File: src/rtl/exec_ctrl_datapath.sv
// Execute-stage core of the single-cycle MIPS CPU: opcode decode, 32-bit ALU,
// word-addressed data memory and the register write-back mux.
module exec_ctrl_datapath #(
  parameter int unsigned MEM_DEPTH = 64
) (
  input  logic        clk,
  input  logic        rst,
  input  logic [5:0]  opcode,
  input  logic [31:0] read_data1,
  input  logic [31:0] read_data2,
  input  logic [31:0] imm_ext,
  output logic        pc_wre,
  output logic        alu_src_b,
  output logic        alu_m2reg,
  output logic        reg_wre,
  output logic        ins_mem_rw,
  output logic        data_mem_rw,
  output logic        ext_sel,
  output logic        pc_src,
  output logic        reg_out,
  output logic [2:0]  alu_op,
  output logic        zero,
  output logic [31:0] result,
  output logic [31:0] write_data
);

  localparam int unsigned AW = $clog2(MEM_DEPTH);

  localparam logic [5:0] OpAdd  = 6'b000000;
  localparam logic [5:0] OpAddi = 6'b000001;
  localparam logic [5:0] OpSub  = 6'b000010;
  localparam logic [5:0] OpOri  = 6'b010000;
  localparam logic [5:0] OpAnd  = 6'b010001;
  localparam logic [5:0] OpOr   = 6'b010010;
  localparam logic [5:0] OpMove = 6'b100000;
  localparam logic [5:0] OpSw   = 6'b100110;
  localparam logic [5:0] OpLw   = 6'b100111;
  localparam logic [5:0] OpBeq  = 6'b110000;
  localparam logic [5:0] OpHalt = 6'b111111;

  logic          pc_wre_dec;
  logic          reg_wre_dec;
  logic          mem_wr_dec;
  logic [31:0]   alu_b;
  logic [AW-1:0] mem_idx;
  logic [31:0]   mem_q [MEM_DEPTH];

  always_comb begin
    pc_wre_dec  = 1'b1;
    alu_src_b   = 1'b0;
    alu_m2reg   = 1'b0;
    reg_wre_dec = 1'b0;
    mem_wr_dec  = 1'b0;
    ext_sel     = 1'b0;
    reg_out     = 1'b0;
    alu_op      = 3'b000;
    case (opcode)
      OpAdd, OpMove: begin
        reg_wre_dec = 1'b1;
        ext_sel     = 1'b1;
        reg_out     = 1'b1;
      end
      OpAddi: begin
        alu_src_b   = 1'b1;
        reg_wre_dec = 1'b1;
        ext_sel     = 1'b1;
      end
      OpSub: begin
        reg_wre_dec = 1'b1;
        ext_sel     = 1'b1;
        reg_out     = 1'b1;
        alu_op      = 3'b001;
      end
      OpOri: begin
        alu_src_b   = 1'b1;
        reg_wre_dec = 1'b1;
        alu_op      = 3'b011;
      end
      OpAnd: begin
        reg_wre_dec = 1'b1;
        ext_sel     = 1'b1;
        reg_out     = 1'b1;
        alu_op      = 3'b100;
      end
      OpOr: begin
        reg_wre_dec = 1'b1;
        ext_sel     = 1'b1;
        reg_out     = 1'b1;
        alu_op      = 3'b011;
      end
      OpSw: begin
        alu_src_b  = 1'b1;
        mem_wr_dec = 1'b1;
        ext_sel    = 1'b1;
      end
      OpLw: begin
        alu_src_b   = 1'b1;
        alu_m2reg   = 1'b1;
        reg_wre_dec = 1'b1;
        ext_sel     = 1'b1;
      end
      OpBeq: begin
        ext_sel = 1'b1;
        alu_op  = 3'b001;
      end
      OpHalt: begin
        pc_wre_dec = 1'b0;
        ext_sel    = 1'b1;
      end
      default: ;
    endcase
  end

  // Reset suppresses every state-changing strobe; the remaining decode stays live.
  assign pc_wre      = pc_wre_dec & ~rst;
  assign reg_wre     = reg_wre_dec & ~rst;
  assign data_mem_rw = mem_wr_dec & ~rst;
  assign pc_src      = (opcode == OpBeq) & zero & ~rst;
  assign ins_mem_rw  = 1'b1;

  assign alu_b = alu_src_b ? imm_ext : read_data2;

  always_comb begin
    result = '0;
    case (alu_op)
      3'b000: result = read_data1 + alu_b;
      3'b001: result = read_data1 - alu_b;
      3'b010: result = alu_b - read_data1;
      3'b011: result = read_data1 | alu_b;
      3'b100: result = read_data1 & alu_b;
      3'b101: result = ~read_data1 & alu_b;
      3'b110: result = read_data1 ^ alu_b;
      3'b111: result = read_data1 ~^ alu_b;
      default: result = '0;
    endcase
  end

  assign zero = (result == 32'd0);

  // Byte address -> word index; upper bits dropped so addresses wrap.
  assign mem_idx = result[AW+1:2];

  always_ff @(posedge clk) begin
    if (rst) begin
      for (int i = 0; i < int'(MEM_DEPTH); i++) begin
        mem_q[i] <= '0;
      end
    end else if (data_mem_rw) begin
      mem_q[mem_idx] <= read_data2;
    end
  end

  assign write_data = alu_m2reg ? mem_q[mem_idx] : result;

endmodule

File: config.mk
export PLATFORM = sky130hd
export DESIGN_NAME = exec_ctrl_datapath
export DESIGN_NICKNAME = d
export VERILOG_FILES = /design/src/rtl/exec_ctrl_datapath.sv
export SDC_FILE = /design/constraint.sdc
export NUM_CORES = 2
export LEC_CHECK = 0
export CAP_MARGIN = 20
export CORE_UTILIZATION = 40
export CTS_CLUSTER_DIAMETER = 200
export DETAILED_ROUTE_END_ITERATION = 8
export PLACE_DENSITY = 0.53
export SLEW_MARGIN = 30
export SYNTH_ARGS = -nofsm -noshare
export SYNTH_HDL_FRONTEND = slang
export SYNTH_SLANG_ARGS = --single-unit
File: constraint.sdc
create_clock -name clk -period 21.2 [get_ports clk]
set_clock_uncertainty 0.2 [all_clocks]
set_input_delay 3.18 -clock clk [delete_from_list [all_inputs] [get_ports clk]]
set_output_delay 3.18 -clock clk [all_outputs]
set_load 0.02 [all_outputs]
==> Word-level counts from Yosys, hierarchy flattened <==
Memories as Yosys holds them, arrays and structs flattened.
Index checks and enable logic that the tools add are counted.
{ "word_totals": {"regBits": 0, "mem_bits_rw": 2048, "in_bits": 104, "memories": 1} }
{ "classes": {"addsub": 3, "eq_ne": 17, "muxes": 19, "bitwise_logic": 12, "n_reduce_logical": 10} }
{ "mem_list": {"columns": ["name", "depth", "word_bits", "read_ports", "rd_clocked_by_memory_dff", "write_ports", "line", "source"], "rows": [
  ["mem_q", 64, 32, 1, 0, 64, "46", "logic [31:0] mem_q [MEM_DEPTH];"]
]} }
{ "ops": {"columns": ["operator", "count"], "rows": [
  ["one-hot mux 32 bit (8 select lines)", 1],
  ["two-way mux 32 bit", 3],
  ["bitwise AND 32 bit", 2],
  ["subtractor 32 bit", 2],
  ["adder 32 bit", 1],
  ["zero test 32 bit", 1],
  ["inverter 32 bit", 1],
  ["bitwise OR 32 bit", 1],
  ["OR reduction 32 bit", 1],
  ["XNOR 32 bit", 1],
  ["bitwise XOR 32 bit", 1],
  ["== test 6 bit, second input constant", 5],
  ["== test 6 x 5 -> 1 bit, second input constant", 3],
  ["two-way mux 1 bit", 13],
  ["== test 3 bit, second input constant", 4],
  ["OR reduction 10 bit", 1],
  ["one-hot mux 3 bit (3 select lines)", 1],
  ["OR reduction 8 bit", 1],
  ["== test 3 x 2 -> 1 bit, second input constant", 2],
  ["== test 6 x 1 -> 1 bit, second input constant", 1],
  ["== test 6 x 2 -> 1 bit, second input constant", 1],
  ["zero test 6 bit", 1],
  ["two-way mux 6 bit", 1],
  ["bitwise AND 1 bit", 5],
  ["6 further kinds", 7]
]} }

==> Logic depth before layout (Yosys ltp) <==
{ "logic_depth": {"word_depth": 9, "ltp_mapped": 23, "mapped_depth_nobuf": 18} }

==> Worst setup path before layout <==
No wires, ideal clock.
{ "synth_path": {"path_kind": "input to output", "startpoint": "input port opcode[1]", "endpoint": "output port zero", "arrival_ns": 9.092, "required_time_ns": 17.820, "slack_ns": 8.728, "stages": 16, "n_path_buf": 2, "cell_sequence": "or4_1 > o22ai_4 > buf_2 > buf_1 > mux2i_1 > ha_1 > nor3_1 > o311ai_0 > a311oi_1 > a2111oi_0 > xnor2_1 > o221ai_1 > or4_1 > nor4_1 > nand4b_1 > nor3_1"} }
{ "synth_between": {"elab_chain_cells": 7} }
{ "synth_lines": {"columns": ["element", "line", "source"], "rows": [
  ["start, declared", "8", "input logic [5:0] opcode,"],
  ["== test 6 bit (tied with other cells)", "57", "case (opcode)"],
  ["OR reduction 4 bit (no source line) (*)", null, null],
  ["two-way mux 1 bit (*)", "57", null],
  ["net alu_src_b", "13", "output logic alu_src_b,"],
  ["two-way mux 32 bit (*)", "121", "assign alu_b = alu_src_b ? imm_ext : read_data2;"],
  ["subtractor 32 bit (tied with other cells)", "128", "3'b010: result = alu_b - read_data1;"],
  ["one-hot mux 32 bit (8 select lines) (*)", "125", "case (alu_op)"],
  ["net result[17]", "23", "output logic [31:0] result,"],
  ["zero test 32 bit (*)", "138", "assign zero = (result == 32'd0);"],
  ["end, declared", "22", "output logic zero,"]
]} }
The timed path passes the listed nets; every way through them passes the cells marked *.

==> Worst setup path after layout <==
{ "layout_path": {"startpoint": "input port opcode[3]", "endpoint": "output port write_data[16]"} }
{ "layout_between": {"elab_chain_cells": 8} }
{ "layout_lines": {"columns": ["element", "line", "source"], "rows": [
  ["== test 6 bit (tied with other cells)", "57", null],
  ["OR reduction 4 bit (no source line)", null, null],
  ["two-way mux 1 bit", "57", null],
  ["two-way mux 32 bit", "121", null],
  ["subtractor 32 bit (tied with other cells)", "128", null],
  ["one-hot mux 32 bit (8 select lines)", "125", null],
  ["memory read (64 x 32 bit)", null, null],
  ["two-way mux 32 bit (*)", "153", "assign write_data = alu_m2reg ? mem_q[mem_idx] : result;"],
  ["end, declared", "24", "output logic [31:0] write_data"]
]} }
Mark *: on every way between the ends. The rest lies on a longest branch, timed or not.

==> report_table.html <==
<table>
<tr><th>Metric</th><th>Value</th></tr>
<tr><th colspan="2">STA</th></tr>
<tr><td>Pins Over Slew Limit</td><td>0</td></tr>
<tr><td>Final worst path period need</td><td>around 16 ns</td></tr>
<tr><td>Headroom to the max-slew limit</td><td>0.216</td></tr>
<tr><td>Fraction of the cycle the final worst path needs</td><td>0.755</td></tr>
<tr><td>Peak clock frequency supported by timing</td><td>roughly 62 MHz</td></tr>
<tr><td>Final Setup Violations</td><td>0</td></tr>
<tr><td>Worst Max-Slew Pin Slew</td><td>1.18 ns</td></tr>
<tr><td>Worst hold margin</td><td>between 2 and 3 ns</td></tr>
<tr><td>Unrepaired setup endpoints after global routing</td><td>no</td></tr>
<tr><td>Final sum of negative setup slack</td><td>0 ns</td></tr>
<tr><td>Number of failing hold endpoints at the final stage</td><td>0</td></tr>
<tr><th colspan="2">Global route</th></tr>
<tr><td>Number of global-route vias before repair</td><td>around 70000</td></tr>
<tr><td>Global-route wire length before repair</td><td>between 600000 and 700000 microns</td></tr>
<tr><td>Pin count of the biggest net entering global routing</td><td>87</td></tr>
<tr><td>Sum of overflow across all layers after global routing</td><td>0</td></tr>
<tr><td>Total Routing Usage GR</td><td>0.352</td></tr>
<tr><td>Number of antenna violations at the first check in global routing</td><td>66</td></tr>
<tr><th colspan="2">Synthesis</th></tr>
<tr><td>Synth area leaders</td><td>sky130_fd_sc_hd__edfxtp_1, sky130_fd_sc_hd__and2_1, sky130_fd_sc_hd__nand2_1, sky130_fd_sc_hd__clkbuf_1, sky130_fd_sc_hd__a22oi_1</td></tr>
<tr><td>Most numerous cell in the Yosys netlist</td><td>sky130_fd_sc_hd__and2_1</td></tr>
<tr><td>Synthesized area per cell</td><td>about 12 sq um</td></tr>
<tr><td>Post-synthesis cell type count</td><td>between 90 and 100</td></tr>
<tr><td>Synth Instances</td><td>8409</td></tr>
<tr><td>Post-Syn Area</td><td>around 100000 sq um</td></tr>
<tr><td>Primary flip-flop cell chosen by synthesis mapping</td><td>sky130_fd_sc_hd__edfxtp_1</td></tr>
<tr><td>Register area share after synthesis</td><td>0.616</td></tr>
<tr><td>Commonest cells in the synthesized netlist</td><td>sky130_fd_sc_hd__and2_1, sky130_fd_sc_hd__edfxtp_1, sky130_fd_sc_hd__nand2_1, sky130_fd_sc_hd__clkbuf_1, sky130_fd_sc_hd__a21oi_1</td></tr>
<tr><td>Asr flop ratio synth</td><td>0</td></tr>
<tr><td>Warning count from the yosys run</td><td>0</td></tr>
<tr><td>Number of nets in the synthesized netlist</td><td>~8600</td></tr>
<tr><td>Yosys reg bits</td><td>2048</td></tr>
<tr><td>Post-synth EDFFs</td><td>~2000</td></tr>
<tr><td>Cell taking the most area after synthesis</td><td>sky130_fd_sc_hd__edfxtp_1</td></tr>
<tr><td>Synth top area share</td><td>0.616</td></tr>
<tr><th colspan="2">Floorplanning</th></tr>
<tr><td>Placeable core area</td><td>248000 sq um</td></tr>
<tr><td>Starting Density</td><td>0.402</td></tr>
<tr><td>Height of the die</td><td>~500 microns</td></tr>
<tr><td>Total number of placement rows</td><td>around 180</td></tr>
<tr><td>Ports</td><td>181</td></tr>
<tr><td>DIE WIDTH</td><td>roughly 500 microns</td></tr>
<tr><td>Area enclosed by the die boundary</td><td>between 200000 and 300000 sq um</td></tr>
<tr><th colspan="2">Clock tree</th></tr>
<tr><td>TritonCTS clock tree</td><td>yes</td></tr>
<tr><td>Post-CTS Setup Bufs</td><td>0</td></tr>
<tr><td>Number of hold buffers added after CTS</td><td>0</td></tr>
<tr><td>CTS sink cnt</td><td>2048</td></tr>
<tr><td>Root buf cell</td><td>sky130_fd_sc_hd__clkbuf_16</td></tr>
<tr><td>Total number of H-tree levels</td><td>4</td></tr>
<tr><td>Clock transition at the registers of the reported paths</td><td>0.06 ns</td></tr>
<tr><td>Post-cts repair resize count</td><td>0</td></tr>
<tr><td>Clock buffer count from CTS</td><td>between 200 and 250</td></tr>
<tr><td>Number of buffers on the longest clock path</td><td>3</td></tr>
<tr><th colspan="2">Final layout</th></tr>
<tr><td>Largest Register</td><td>mem_q</td></tr>
<tr><td>Non-filler instance count after layout</td><td>11859</td></tr>
<tr><td>Final standard cell utilization of the core</td><td>0.453</td></tr>
<tr><td>Flip-flop count of the largest register after layout</td><td>between 2000 and 2500</td></tr>
<tr><td>Ratio of cells with drive above 1 in the final layout</td><td>0.113</td></tr>
<tr><td>Signed area change from the synthesized netlist to the final layout</td><td>12.7%</td></tr>
<tr><td>Number of nets in the finished design</td><td>approximately 8500</td></tr>
<tr><td>Top flop regs</td><td>mem_q: 2048 flops</td></tr>
<tr><th colspan="2">Detailed routing</th></tr>
<tr><td>Total detailed-routing wirelength</td><td>about 450000 microns</td></tr>
<tr><td>Via total after detailed routing</td><td>~75000</td></tr>
<tr><td>WL/cell</td><td>38.0 microns</td></tr>
<tr><td>Initial drt markers</td><td>around 12000</td></tr>
<tr><td>Antenna-violating nets left</td><td>0</td></tr>
<tr><td>DRC violations left</td><td>0</td></tr>
<tr><td>Iteration count of the initial detailed-routing pass</td><td>9</td></tr>
<tr><td>Via/cell ratio</td><td>around 6.3</td></tr>
<tr><th colspan="2">Placed design</th></tr>
<tr><td>Post-detail-place hpwl</td><td>roughly 270000 microns</td></tr>
<tr><td>Total placed cells including tap cells</td><td>between 10000 and 15000</td></tr>
<tr><td>Routability-driven placement congestion ratio</td><td>0.965</td></tr>
<tr><td>Number of port buffers</td><td>about 180</td></tr>
<tr><th colspan="2">Min path</th></tr>
<tr><td>Hold WC Path Type</td><td>input pin to flip-flop</td></tr>
<tr><th colspan="2">Pwr</th></tr>
<tr><td>Power per Cell Area</td><td>approximately 100 nW/um^2</td></tr>
<tr><td>Post-route total power</td><td>between 10 and 15 mW</td></tr>
<tr><td>Worst voltage drop across the vdd grid</td><td>~82 uV</td></tr>
<tr><td>Leakage dissipation</td><td>39.4 nW</td></tr>
<tr><th colspan="2">Worst setup path</th></tr>
<tr><td>Crit path capture type</td><td>primary output</td></tr>
<tr><td>Crit path required time</td><td>between 15 and 20 ns</td></tr>
<tr><td>Startpoint type of the worst setup path</td><td>input pin</td></tr>
<tr><td>Highest fanout seen on the critical path</td><td>49</td></tr>
<tr><td>Data arrival, critical path</td><td>12.63 ns</td></tr>
<tr><td>WS Path Type</td><td>input pin to primary output</td></tr>
<tr><th colspan="2">Run status</th></tr>
<tr><td>Result of the run</td><td>completed</td></tr>
<tr><th colspan="2">Run</th></tr>
<tr><td>Max_cap viols</td><td>0</td></tr>
</table>
## worst max-delay path: stages
cell and delay [ns]:
sky130_fd_sc_hd__clkdlybuf4s50_1 0.65, sky130_fd_sc_hd__or4_1 0.67, sky130_fd_sc_hd__o22ai_4 0.12, sky130_fd_sc_hd__buf_4 0.49, sky130_fd_sc_hd__mux2i_1 0.42, sky130_fd_sc_hd__ha_1 0.27, sky130_fd_sc_hd__inv_1 0.08, sky130_fd_sc_hd__fa_1 0.48
sky130_fd_sc_hd__and3_1 0.18, sky130_fd_sc_hd__or3_1 0.30, sky130_fd_sc_hd__nand4_1 0.18, sky130_fd_sc_hd__o221a_2 0.66, sky130_fd_sc_hd__nand3_2 0.58, sky130_fd_sc_hd__nor2_4 0.87, sky130_fd_sc_hd__buf_4 0.43, sky130_fd_sc_hd__buf_12 0.45
sky130_fd_sc_hd__a22oi_1 0.17, sky130_fd_sc_hd__a31oi_1 0.56, sky130_fd_sc_hd__nor4_2 0.11, sky130_fd_sc_hd__clkbuf_4 0.19, sky130_fd_sc_hd__a31oi_1 0.74, sky130_fd_sc_hd__clkdlybuf4s50_1 0.76
## area by class of cell
type                            count  area, sq um
Tap cell                         3330         4170
Multi-Input combinational cell   5449        35400
Antenna cell                       37         92.6
Timing Repair Buffer              505         4300
Inverter                          101          402
Sequential cell                  2048        61500
Clock inverter                    122          925
Clock buffer                      267         5680
Fill cell                       22335       136000
## placed cells by master (no fill, tap or decap), drive strengths merged, types with 53 or more instances in the layout
master         Yosys  layout
a211oi            91      91
a21oi            343     343
a221o             66      66
a221oi           107     107
a22oi            263     263
a31oi            133     133
and2            2060    2060
buf              214     358
clkbuf           597     268
clkdlybuf4s50      0     146
clkinv             1     103
edfxtp          2048    2048
ha                95      95
inv              100     107
mux2              78      78
mux2i            141     141
nand2            717     717
nand3            164     164
nor2             209     209
nor3              53      53
o21ai            160     160
or2               76      76
## final timing paths
kind            from             end  slack, ns  cells past startpoint
max        opcode[3]  write_data[16]       5.19                     22
min   read_data2[23]   mem_q[15][23]       2.53                      2
## metrics by stage
step                      cell area (sq um)  worst slack (ns)
after floorplan                       99800              8.73
after detailed placement             106000              5.47
after global routing                 112000              5.24
final                                112000              5.19
after global placement               105000              4.60
after CTS                            112000              5.45
## where the power goes
group          switching (mW)  total, mW  internal, mW
sequential             0.0585       4.71          4.65
clock                    1.67       3.68          2.01
combinational            2.33       3.05         0.717
total                    4.06       11.4          7.38
## cells by family after synthesis
| group | count (synthesis) | synth area share |
|---|---|---|
| DFF | 2048 | 0.616 |
| xor gates and xnor gates | 54 | 0.00481 |
| buffers and inverters | 912 | 0.0366 |
| adders and majority gates | 97 | 0.0123 |
| AOI/OAI and AO/OA | 1597 | 0.113 |
| muxes | 220 | 0.0232 |
| other | 1 | 0.0000376 |
| and+or+nand+nor | 3480 | 0.194 |
## per-layer routing
metal | track usage | routed length, microns | up-vias
li1 | - | - | 30395
met1 | 0.456 | 170000 | 38247
met2 | 0.527 | 197000 | 5293
met3 | 0.0855 | 52200 | 995
met4 | 0.220 | 31200 | 24
met5 | 0.00154 | 213 | -
Power figures use the tool's default switching activity.
